--- src/rtl/ws2812b_word_assembler.sv ---
// Packs decoded WS2812B bits into WORD_BITS-wide words and queues them in a
// show-ahead FIFO with valid/ready output, overflow flag and per-frame word count.
module ws2812b_word_assembler #(
    parameter int unsigned WORD_BITS  = 24,
    parameter int unsigned FIFO_DEPTH = 4,
    parameter bit          MSB_FIRST  = 1'b1
) (
    input  logic                            clk,
    input  logic                            rst_n,
    input  logic                            bit_valid,
    input  logic                            bit_value,
    input  logic                            frame_reset,
    input  logic                            word_ready,
    output logic                            word_valid,
    output logic [WORD_BITS-1:0]            word_data,
    output logic [$clog2(WORD_BITS)-1:0]    bit_count,
    output logic [$clog2(FIFO_DEPTH):0]     fifo_level,
    output logic                            overflow,
    input  logic                            overflow_clr,
    output logic [15:0]                     frame_words
);

    localparam int unsigned CNT_W = $clog2(WORD_BITS);
    localparam int unsigned PTR_W = $clog2(FIFO_DEPTH);
    localparam int unsigned LVL_W = PTR_W + 1;

    logic [WORD_BITS-1:0] shift_q;
    logic [WORD_BITS-1:0] shift_next;
    logic [WORD_BITS-1:0] head_next;
    logic [WORD_BITS-1:0] mem [FIFO_DEPTH];
    logic [PTR_W-1:0]     rd_ptr;
    logic [PTR_W-1:0]     wr_ptr;
    logic [PTR_W-1:0]     rd_next;
    logic [LVL_W-1:0]     level_after_pop;
    logic [LVL_W-1:0]     level_next;
    logic                 accept;
    logic                 last_bit;
    logic                 push;
    logic                 pop;
    logic                 full;
    logic                 push_ok;
    logic                 drop;

    // Datapath and FIFO bookkeeping for the current cycle.
    always_comb begin
        shift_next      = '0;
        if (MSB_FIRST) begin
            shift_next = {shift_q[WORD_BITS-2:0], bit_value};
        end else begin
            shift_next = {bit_value, shift_q[WORD_BITS-1:1]};
        end
        accept          = bit_valid && !frame_reset;
        last_bit        = (bit_count == CNT_W'(WORD_BITS - 1));
        push            = accept && last_bit;
        pop             = word_valid && word_ready;
        full            = (fifo_level == LVL_W'(FIFO_DEPTH));
        push_ok         = push && (!full || pop);
        drop            = push && full && !pop;
        level_after_pop = fifo_level - LVL_W'(pop);
        level_next      = level_after_pop + LVL_W'(push_ok);
        rd_next         = pop ? (rd_ptr + PTR_W'(1)) : rd_ptr;
        // When the FIFO drains to the incoming word, the new head is that word.
        head_next       = (level_after_pop == '0) ? shift_next : mem[rd_next];
    end

    // Bit accumulation.
    always_ff @(posedge clk or negedge rst_n) begin
        if (!rst_n) begin
            shift_q   <= '0;
            bit_count <= '0;
        end else if (frame_reset) begin
            shift_q   <= '0;
            bit_count <= '0;
        end else if (bit_valid) begin
            if (last_bit) begin
                shift_q   <= '0;
                bit_count <= '0;
            end else begin
                shift_q   <= shift_next;
                bit_count <= bit_count + CNT_W'(1);
            end
        end
    end

    // FIFO storage.
    always_ff @(posedge clk or negedge rst_n) begin
        if (!rst_n) begin
            for (int i = 0; i < int'(FIFO_DEPTH); i++) begin
                mem[i] <= '0;
            end
            wr_ptr <= '0;
        end else if (push_ok) begin
            mem[wr_ptr] <= shift_next;
            wr_ptr      <= wr_ptr + PTR_W'(1);
        end
    end

    // Read side, registered head word and status outputs.
    always_ff @(posedge clk or negedge rst_n) begin
        if (!rst_n) begin
            rd_ptr      <= '0;
            fifo_level  <= '0;
            word_valid  <= 1'b0;
            word_data   <= '0;
            overflow    <= 1'b0;
            frame_words <= '0;
        end else begin
            rd_ptr     <= rd_next;
            fifo_level <= level_next;
            word_valid <= (level_next != '0);
            if (level_next != '0) begin
                word_data <= head_next;
            end
            if (drop) begin
                overflow <= 1'b1;
            end else if (overflow_clr) begin
                overflow <= 1'b0;
            end
            if (frame_reset) begin
                frame_words <= '0;
            end else if (push_ok && (frame_words != 16'hFFFF)) begin
                frame_words <= frame_words + 16'd1;
            end
        end
    end

endmodule

--- config.mk ---
export PLATFORM = sky130hd
export DESIGN_NAME = ws2812b_word_assembler
export DESIGN_NICKNAME = d
export VERILOG_FILES = /design/src/rtl/ws2812b_word_assembler.sv
export SDC_FILE = /design/constraint.sdc
export NUM_CORES = 1
export LEC_CHECK = 0
export BUFFER_PORTS_ARGS = -buffer_cell sky130_fd_sc_hd__buf_4
export CAP_MARGIN = 10
export CORE_MARGIN = 2
export CORE_UTILIZATION = 45
export DETAILED_ROUTE_END_ITERATION = 7
export PLACE_DENSITY = 0.73
export SYNTH_ARGS = -nofsm -noshare
export SYNTH_HDL_FRONTEND = slang
export SYNTH_SLANG_ARGS = --single-unit
--- constraint.sdc ---
create_clock -name clk -period 4.9 [get_ports clk]
set_input_delay 1.225 -clock clk [delete_from_list [all_inputs] [get_ports clk]]
set_output_delay 1.225 -clock clk [all_outputs]
set_load 0.005 [all_outputs]
# Word-level counts from Yosys, hierarchy flattened
# Cells that the tools add are included.
word_totals:
  regBits: 173
  latch_bits: 0
  ramBits: 0
  mem_bits_ro: 0
  in_bits: 7
  output_inout_bits: 50
  wordCells: 62
  memories: 0
classes:
  addsub: 6
  multipliers: 0
  div_mod_pow: 0
  n_lt_le_gt_ge: 3
  eq_ne: 3
  n_shift: 0
  mux: 18
  bitwise: 2
  reduce_logical: 17
ops:
  columns: ["operator", "count"]
  rows:
  - ["bitwise mux 96 bit", 1]
  - ["2-to-1 mux 24 bit", 4]
  - ["2-to-1 mux 23 bit", 3]
  - ["binary-select mux 24 bit (select 2 bit)", 1]
  - ["demux 24 bit (select 2 bit)", 1]
  - ["2-to-1 mux 16 bit", 2]
  - ["adder 16 x 1 -> 16 bit, second input constant", 1]
  - ["!= test 16 bit, second input constant", 1]
  - ["2-to-1 mux 5 bit", 3]
  - ["logical AND 1 bit", 8]
  - [">= comparator 3 bit, second input constant", 2]
  - ["NOT 2 -> 3 bit", 2]
  - ["nonzero test 2 bit", 3]
  - ["adder 5 x 1 -> 5 bit, second input constant", 1]
  - ["equality test 5 bit, second input constant", 1]
  - ["adder 2 x 1 -> 2 bit, second input constant", 2]
  - ["adder 3 x 1 -> 3 bit", 1]
  - ["equality test 3 bit, second input constant", 1]
  - ["logical NOT 1 bit", 3]
  - ["logical NOT 3 bit", 1]
  - ["< comparator 3 x 1 -> 1 bit, second input constant", 1]
  - ["nonzero test 3 bit", 1]
  - ["subtractor 3 x 1 -> 3 bit", 1]
  - ["2-to-1 mux 1 bit", 2]
  - ["other kinds (2)", 2]

# Logic depth before layout (Yosys ltp)
# Gate-level depths: netlist (run 1).
depth:
  word_depth: 7
  mapped_depth: 13
  mapped_depth_nobuf: 11

# Least setup slack after synthesis (run 1)
# OpenSTA, ideal clock, no wires.
synth_path:
  path_kind: "input port to flip-flop"
  startpoint: "input port word_ready"
  endpoint: "register word_data[15]"
  setup_ps: 126
  arrival_time_ps: 3305
  required_ps: 4774
  setup_slack_ps: 1469
  stages: 13
  path_cell_list: "nand2_2 -> inv_1 -> buf_1 -> ha_1 -> ha_1 -> inv_1 -> ha_1 -> xor3_1 -> nor3_2 -> inv_1 -> clkbuf_1 -> o21ai_0 -> o21ai_0"
synth_via:
  word_cells_on_any_way: 13
  cone_classes: "add/sub: 2; mux: 5; bitwise: 1; reduce/logical: 5"
synth_rtl:
  columns: ["element", "line_no", "rtl"]
  rows:
  - ["start: declaration", "13", "input logic word_ready,"]
  - ["logical AND 1 bit (*)", "55", "pop = word_valid && word_ready;"]
  - ["parallel branches: the longest is 2 deep, another holds subtractor 3 x 1 -> 3 bit", null, null]
  - ["adder 3 x 1 -> 3 bit (*)", "60", "level_next = level_after_pop + LVL_W'(push_ok);"]
  - ["via level_next[2]", "35", "logic [LVL_W-1:0] level_next;"]
  - ["nonzero test 3 bit (*)", "111", "if (level_next != '0) begin"]
  - ["end signal: assignment", "112", "word_data <= head_next;"]
  - ["end: declaration", "15", "output logic [WORD_BITS-1:0] word_data,"]
# Mark *: on every way through the listed nets, which the timed path passes. The select of a mux whose other input is x is not followed.
# A chain may end at the register's enable or synchronous reset.

# Worst setup path in the final report (run 1)
layout_path:
  startpoint: "input port word_ready"
  endpoint: "register word_data[18]"
# Same word-level chain as after synthesis.

==> flow_metrics.py, run 1 <==
metrics = {
    "outcome": {
        "status": "completed",
    },
    "final_layout": {
        "layout.cells.non_filler": 942,
        "drive_gt1_frac": 0.360,
        "syn2layout_area_growth_pct": 13.8,
        "design_area_um2": 9660,
        "fin_nets": 713,
        "antenna_cells": 0,
    },
    "global_route": {
        "grt_max_degree": 100,
        "grt_util_all_layers": 0.201,
        "grt_first_pass_wirelength_um": 31300,
        "grt-ovfl-total": 0,
        "antenna_found_initial": 0,
        "first_global_vias": 5788,
    },
    "critical_path": {
        "cp.arrival_ps": 4120,
        "slowest_delay_ps": 660,
        "crit_path_end_kind": "register",
        "cp_slowest_cell": "inv_1",
        "required_ps": 5240,
        "criticalPathCategory": "in -> reg",
        "critPathLaunchType": "input pin",
        "crit_family": "buffers and inverters",
        "cp_max_fo": 27,
        "critPathBufInv": 5,
        "crit_chain": "buf_4 -> nand2_2 -> buf_4 -> inv_1 -> ha_1 -> ha_1 -> inv_1 -> ha_1 -> xor3_1 -> nor3_4 -> inv_1 -> o21ai_0 -> o21ai_0",
    },
    "synthesis": {
        "synth-seq-cells": 173,
        "synthDominantCellAreaShare": 0.510,
        "synthTopCellsByCount": "173 x dfrtp_1, 100 x mux2_2, 78 x nand2_1",
        "synth-edff-count": 0,
        "seq_area_frac_synth": 0.510,
        "avgSynthCellArea_um2": 12.9,
        "synth_top_area_cell": "dfrtp_1",
        "ys_top_cells_by_area": "dfrtp_1 51%, mux2_2 13%, mux4_2 12%",
        "ys_types": 45,
        "yosysMostFrequentCell": "dfrtp_1",
        "netlist_area_um2": 8490,
        "synth_warnings": 0,
        "synth_ff_type": "dfrtp_1",
        "synthesis.nets": 673,
        "synthCells": 656,
        "synth-async-reset-ratio": 1.00,
    },
    "placed_design": {
        "hpwl_um": 11400,
        "io_buffers": 56,
        "gp_congestion": 0.762,
        "postPlaceCellArea_um2": 9050,
        "place_inst": 911,
    },
    "routing": {
        "viasPerCell": 6.18,
        "drc": 0,
        "ant_nets": 0,
        "drt_wl_total_um": 19200,
        "wl_per_cell_um": 20.3,
        "firstDrtPassIters": 5,
        "drtIter0Drc": 365,
        "vias": 5824,
    },
    "sta": {
        "setup_viol": 0,
        "hold_violations": 0,
        "slew_headroom": 0.210,
        "rsz0062_at_grt": "no",
        "maxSlewViolCount": 0,
        "holdWs_ps": 478,
        "tns_ps": 0,
        "worst_pin_slew_ps": 1180,
        "layout_min_cycle_time_ps": 3780,
        "fmax_ghz": 0.265,
        "fin_crit_sh": 0.770,
        "skew_ps": 16.7,
    },
    "clocking": {
        "cts_resized": 0,
        "cts.sinks": 173,
        "root_buffer": "clkbuf_16",
        "ctsHtreeMaxLevel": 4,
        "clkLatencyLatePin_ps": 440,
        "hold_buffers": 0,
        "path_clk_slew_ps": 70,
        "cts_tree": "built",
        "cts_buffers": 17,
        "postCtsSetupBuffers": 0,
        "cts_buffer_depth": 2,
    },
    "die": {
        "initial_core_util": 0.457,
        "die_x_um": 141,
        "ios": 57,
        "dieArea_um2": 20000,
        "core_um2": 18600,
        "rows": 50,
        "die_h_um": 141,
    },
    "pwr": {
        "power_w": 0.00400,
        "power_density_nw_per_um2": 414,
        "ir_drop_mv": 0.247,
        "p_leak_nw": 4.46,
    },
    "run": {
        "drv_cap": 0,
    },
    "hold_path": {
        "hold_path_class": "reg -> reg",
    },
}
[metrics by stage]
stage / utilization / setup slack, ps
after detailed placement: 0.487 / 743
after floorplan: - / 1470
after CTS: 0.520 / 1150
final: 0.520 / 1120
after global placement: 0.487 / 962
after global routing: 0.520 / 921
[layout by cell type, fill, tap and decap left out, types with 2 or more instances in the layout]
master,instances
nand4_1,2
ha_1,10
dfrtp_2,2
buf_4,63
bufinv_16,3
dfrtp_1,171
nand4b_1,2
mux2i_1,5
mux2_2,100
nand3_1,9
nor4_1,3
nand2_2,5
inv_6,2
clkbuf_1,2
o311ai_0,2
o41ai_1,2
and3_1,25
clkbuf_16,17
or4_1,8
mux4_2,47
clkinv_4,3
nand2_1,78
and4_1,2
a22o_1,25
clkinvlp_4,2
nor2_1,10
nor2b_1,3
inv_1,13
o21ai_0,48
a21oi_1,9
o31ai_1,8
xnor2_1,4
a31oi_1,2
[metal layers]
layer | part of all wire | GRT usage | vias to the layer above | wire [µm]
met2 | 0.50 | 0.327 | 252 | 9660
met3 | 0.068 | 0.0435 | 27 | 1300
li1 | - | - | 2514 | -
met5 | 0 | 0 | - | 0
met4 | 0.015 | 0.0647 | 0 | 280
met1 | 0.41 | 0.271 | 3031 | 7920
[logic make-up (layout without fill, tap and decap cells)]
logic type	Yosys count	in the layout	share of synthesized area
flip-flops	173	173	0.510
AND/OR/NAND/NOR	155	155	0.0905
multiplexers	152	152	0.263
AO/OA/AOI/OAI	102	102	0.0781
buffers and inverters	58	110	0.0354
adder cells (fa/ha/maj)	10	10	0.0147
XOR/XNOR	6	6	0.00796
[power breakdown]
part           switching (W)  internal (W)
logic               0.000448      0.000427
registers           0.000214       0.00151
clock network       0.000583      0.000822
[worst register-to-register path: stages (launching register included)]
cell and delay, ps:
dfrtp_1 410, ha_1 220, nand4b_1 160, a311o_2 580, inv_2 240, ha_1 180, ha_1 150, xor3_1 220
nor3_4 60, inv_1 660, o21ai_0 240, o21ai_0 210
[path summary, 6_finish.rpt]
path                         startpoint             to  slack (ps)  cells after the start
hold / removal             word_data[8]   word_data[8]         480                      2
setup reg to reg           bit_count[0]  word_data[18]        1470                     11
setup / recovery             word_ready  word_data[18]        1120                     13
min in group asynchronous         rst_n        mem[28]         880                      1
hold reg to reg            word_data[8]   word_data[8]         480                      2
max in group asynchronous         rst_n  word_data[16]        3130                      2
[sequential cells by signal, summed over array words and instances (netlist names), 2 cells and up]
| signal | flops |
|---|---|
| fifo_level | 3 |
| bit_count | 5 |
| rd_ptr | 2 |
| word_data | 24 |
| mem | 96 |
| shift_q | 23 |
| frame_words | 16 |
| wr_ptr | 2 |
[final cells by class]
| class | instances | area (µm²) |
|---|---|---|
| clock inverter | 11 | 160 |
| timing repair buffer | 65 | 504 |
| inverter | 14 | 52.6 |
| clock buffer | 20 | 447 |
| fill | 1560 | 8920 |
| tap | 234 | 293 |
| sequential | 173 | 4330 |
| multi-input combinational | 425 | 3870 |
(Power assumes the default switching activity.)
==> run 2: changes to the inputs <==
clock period = 3.5 ns   (was 4.9 ns; I/O delays follow)
==> run 2 against run 1 <==
Largest power group unchanged. Clock-buffer cell count is 1 lower. Design area up 0.58%. First-iteration DRC count is 7.7% higher. Global-route usage increased by 0.65 points. Final cell count is 0.74% higher. Power is 40% higher. Combinational power rose by 50%. Non-clock buffer count grew 6.
==> flow_metrics.py, run 2 (same netlist as run 1, synthesis figures left out) <==
metrics = {
    "global_route": {
        "busiest_layer": "met2",
        "first_global_vias": 6168,
        "grt_util_met1": 0.274,
        "grt-ovfl-total": 0,
        "grt_first_pass_wirelength_um": 32200,
        "grt_util_all_layers": 0.207,
        "use_met2": 0.346,
        "antenna_found_initial": 0,
        "grtUsageMet3": 0.0385,
        "grt_max_degree": 88,
    },
    "placed_design": {
        "postPlaceCellArea_um2": 9110,
        "io_buffers": 56,
        "dp_worst_setup_slack_ps": 176,
        "gp_congestion": 0.756,
        "hpwl_um": 11600,
    },
    "die": {
        "dieArea_um2": 20000,
        "ios": 57,
        "core_um2": 18600,
        "rows": 50,
        "die_h_um": 141,
        "initial_core_util": 0.457,
        "die_x_um": 141,
    },
    "clocking": {
        "clkLatencyLatePin_ps": 430,
        "ctsHtreeMaxLevel": 4,
        "hold_buffers": 0,
        "cts_buffers": 17,
        "cts_tree": "built",
        "path_clk_slew_ps": 70,
        "cts_buffer_depth": 2,
        "root_buffer": "clkbuf_16",
        "postCtsSetupBuffers": 0,
        "cts_resized": 0,
        "cts.sinks": 173,
    },
    "final_layout": {
        "fin_nets": 719,
        "syn2layout_area_growth_pct": 14.5,
        "antenna_cells": 0,
        "reg.largest.list": "mem x96, word_data x24, shift_q x23",
        "final_common_cell": "dfrtp_1",
        "regMostFlops": "mem",
        "n_fill_cell": 1569,
        "drive_gt1_frac": 0.369,
        "final_cell_mix": "171 x dfrtp_1, 100 x mux2_2, 78 x nand2_1, 68 x buf_4, 48 x o21ai_0",
        "design_area_um2": 9720,
        "largest_register_ff_count": 96,
    },
    "sta": {
        "fin_crit_sh": 0.859,
        "fmax_ghz": 0.333,
        "holdWs_ps": 479,
        "slew_headroom": 0.168,
        "maxSlewViolCount": 0,
        "layout_min_cycle_time_ps": 3000,
        "setup_viol": 0,
        "rsz0062_at_grt": "no",
        "worst_pin_slew_ps": 1250,
        "final.setup.worst_slack_ps": 495,
        "skew_ps": 11.3,
        "tns_ps": 0,
        "hold_violations": 0,
    },
    "routing": {
        "vias": 5722,
        "drt_wl_total_um": 19400,
        "drc": 0,
        "wl_per_cell_um": 20.5,
        "firstDrtPassIters": 5,
        "ant_nets": 0,
        "viasPerCell": 6.03,
        "drtIter0Drc": 393,
    },
    "critical_path": {
        "criticalPathCategory": "reg -> reg",
        "crit_chain": "ha_1 -> nand4b_1 -> a311o_2 -> inv_2 -> ha_1 -> ha_1 -> xor3_1 -> nor3_4 -> inv_1 -> o21ai_0 -> o21ai_0",
        "crit_top_cell": "ha_1",
        "crit_family": "compound AO/OA/AOI/OAI gates",
        "r2r-start": "bit_count[0]",
        "startpoint": "bit_count[0]",
        "cp.arrival_ps": 3330,
        "slowest_delay_ps": 650,
        "critPathLaunchType": "register",
        "cp_slowest_cell": "inv_1",
        "crit_path_end_kind": "register",
        "critPathBufInv": 2,
        "cp_max_fo": 26,
        "required_ps": 3820,
    },
    "outcome": {
        "status": "completed",
    },
    "pwr": {
        "power_density_nw_per_um2": 575,
        "p_leak_nw": 4.49,
        "ir_drop_mv": 0.470,
    },
    "hold_path": {
        "hold_path_class": "in -> async",
    },
    "run": {
        "drv_cap": 0,
    },
}
-- run 2: cell count changes in the layout (fill, tap and decap cells not counted), sizes merged --
cell and delta:
buf +6, clkbuf -1, inv +2, clkinvlp +1, bufinv -1
-- run 2: final timing paths --
check	slack (ps)	end	cells after the start
worst max-delay path	500	word_data[3]	11
worst min-delay path	480	mem[52]	1
worst max register to register	500	word_data[3]	11
worst min register to register	480	word_data[9]	2
max in group asynchronous	2210	word_data[11]	2
min in group clk	480	word_data[9]	2
-- run 2: stage by stage --
stage	instances	util	power (W)
finish	949	0.523	0.00559
global placement	917	0.490	0.00366
CTS	949	0.523	0.00565
floorplan	656	-	0.00321
detailed placement	917	0.490	0.00372
global route	949	0.523	0.00588
-- run 2: metal layers --
layer	wire length (µm)	vias up
met5	0	-
met4	261	0
met2	9990	133
met1	8410	3040
met3	785	24
li1	-	2525
-- run 2: layout make-up --
class,instances,area [µm²],share of cell area
sequential,173,4330,0.446
inverter,14,52.6,0.00541
timing repair buffer,71,562,0.0578
tap,234,293,0.0301
clock buffer,19,453,0.0466
multi-input combinational,425,3870,0.399
clock inverter,13,153,0.0157
-- run 2: power by group --
| part | total, W | internal, W | switching [W] | leakage, nW |
|---|---|---|---|---|
| Combinational | 0.00131 | 0.000614 | 0.000695 | 1.83 |
| Clock | 0.00192 | 0.00110 | 0.000813 | 0.288 |
| Sequential | 0.00237 | 0.00211 | 0.000257 | 2.38 |
| Total | 0.00559 | 0.00383 | 0.00176 | 4.49 |
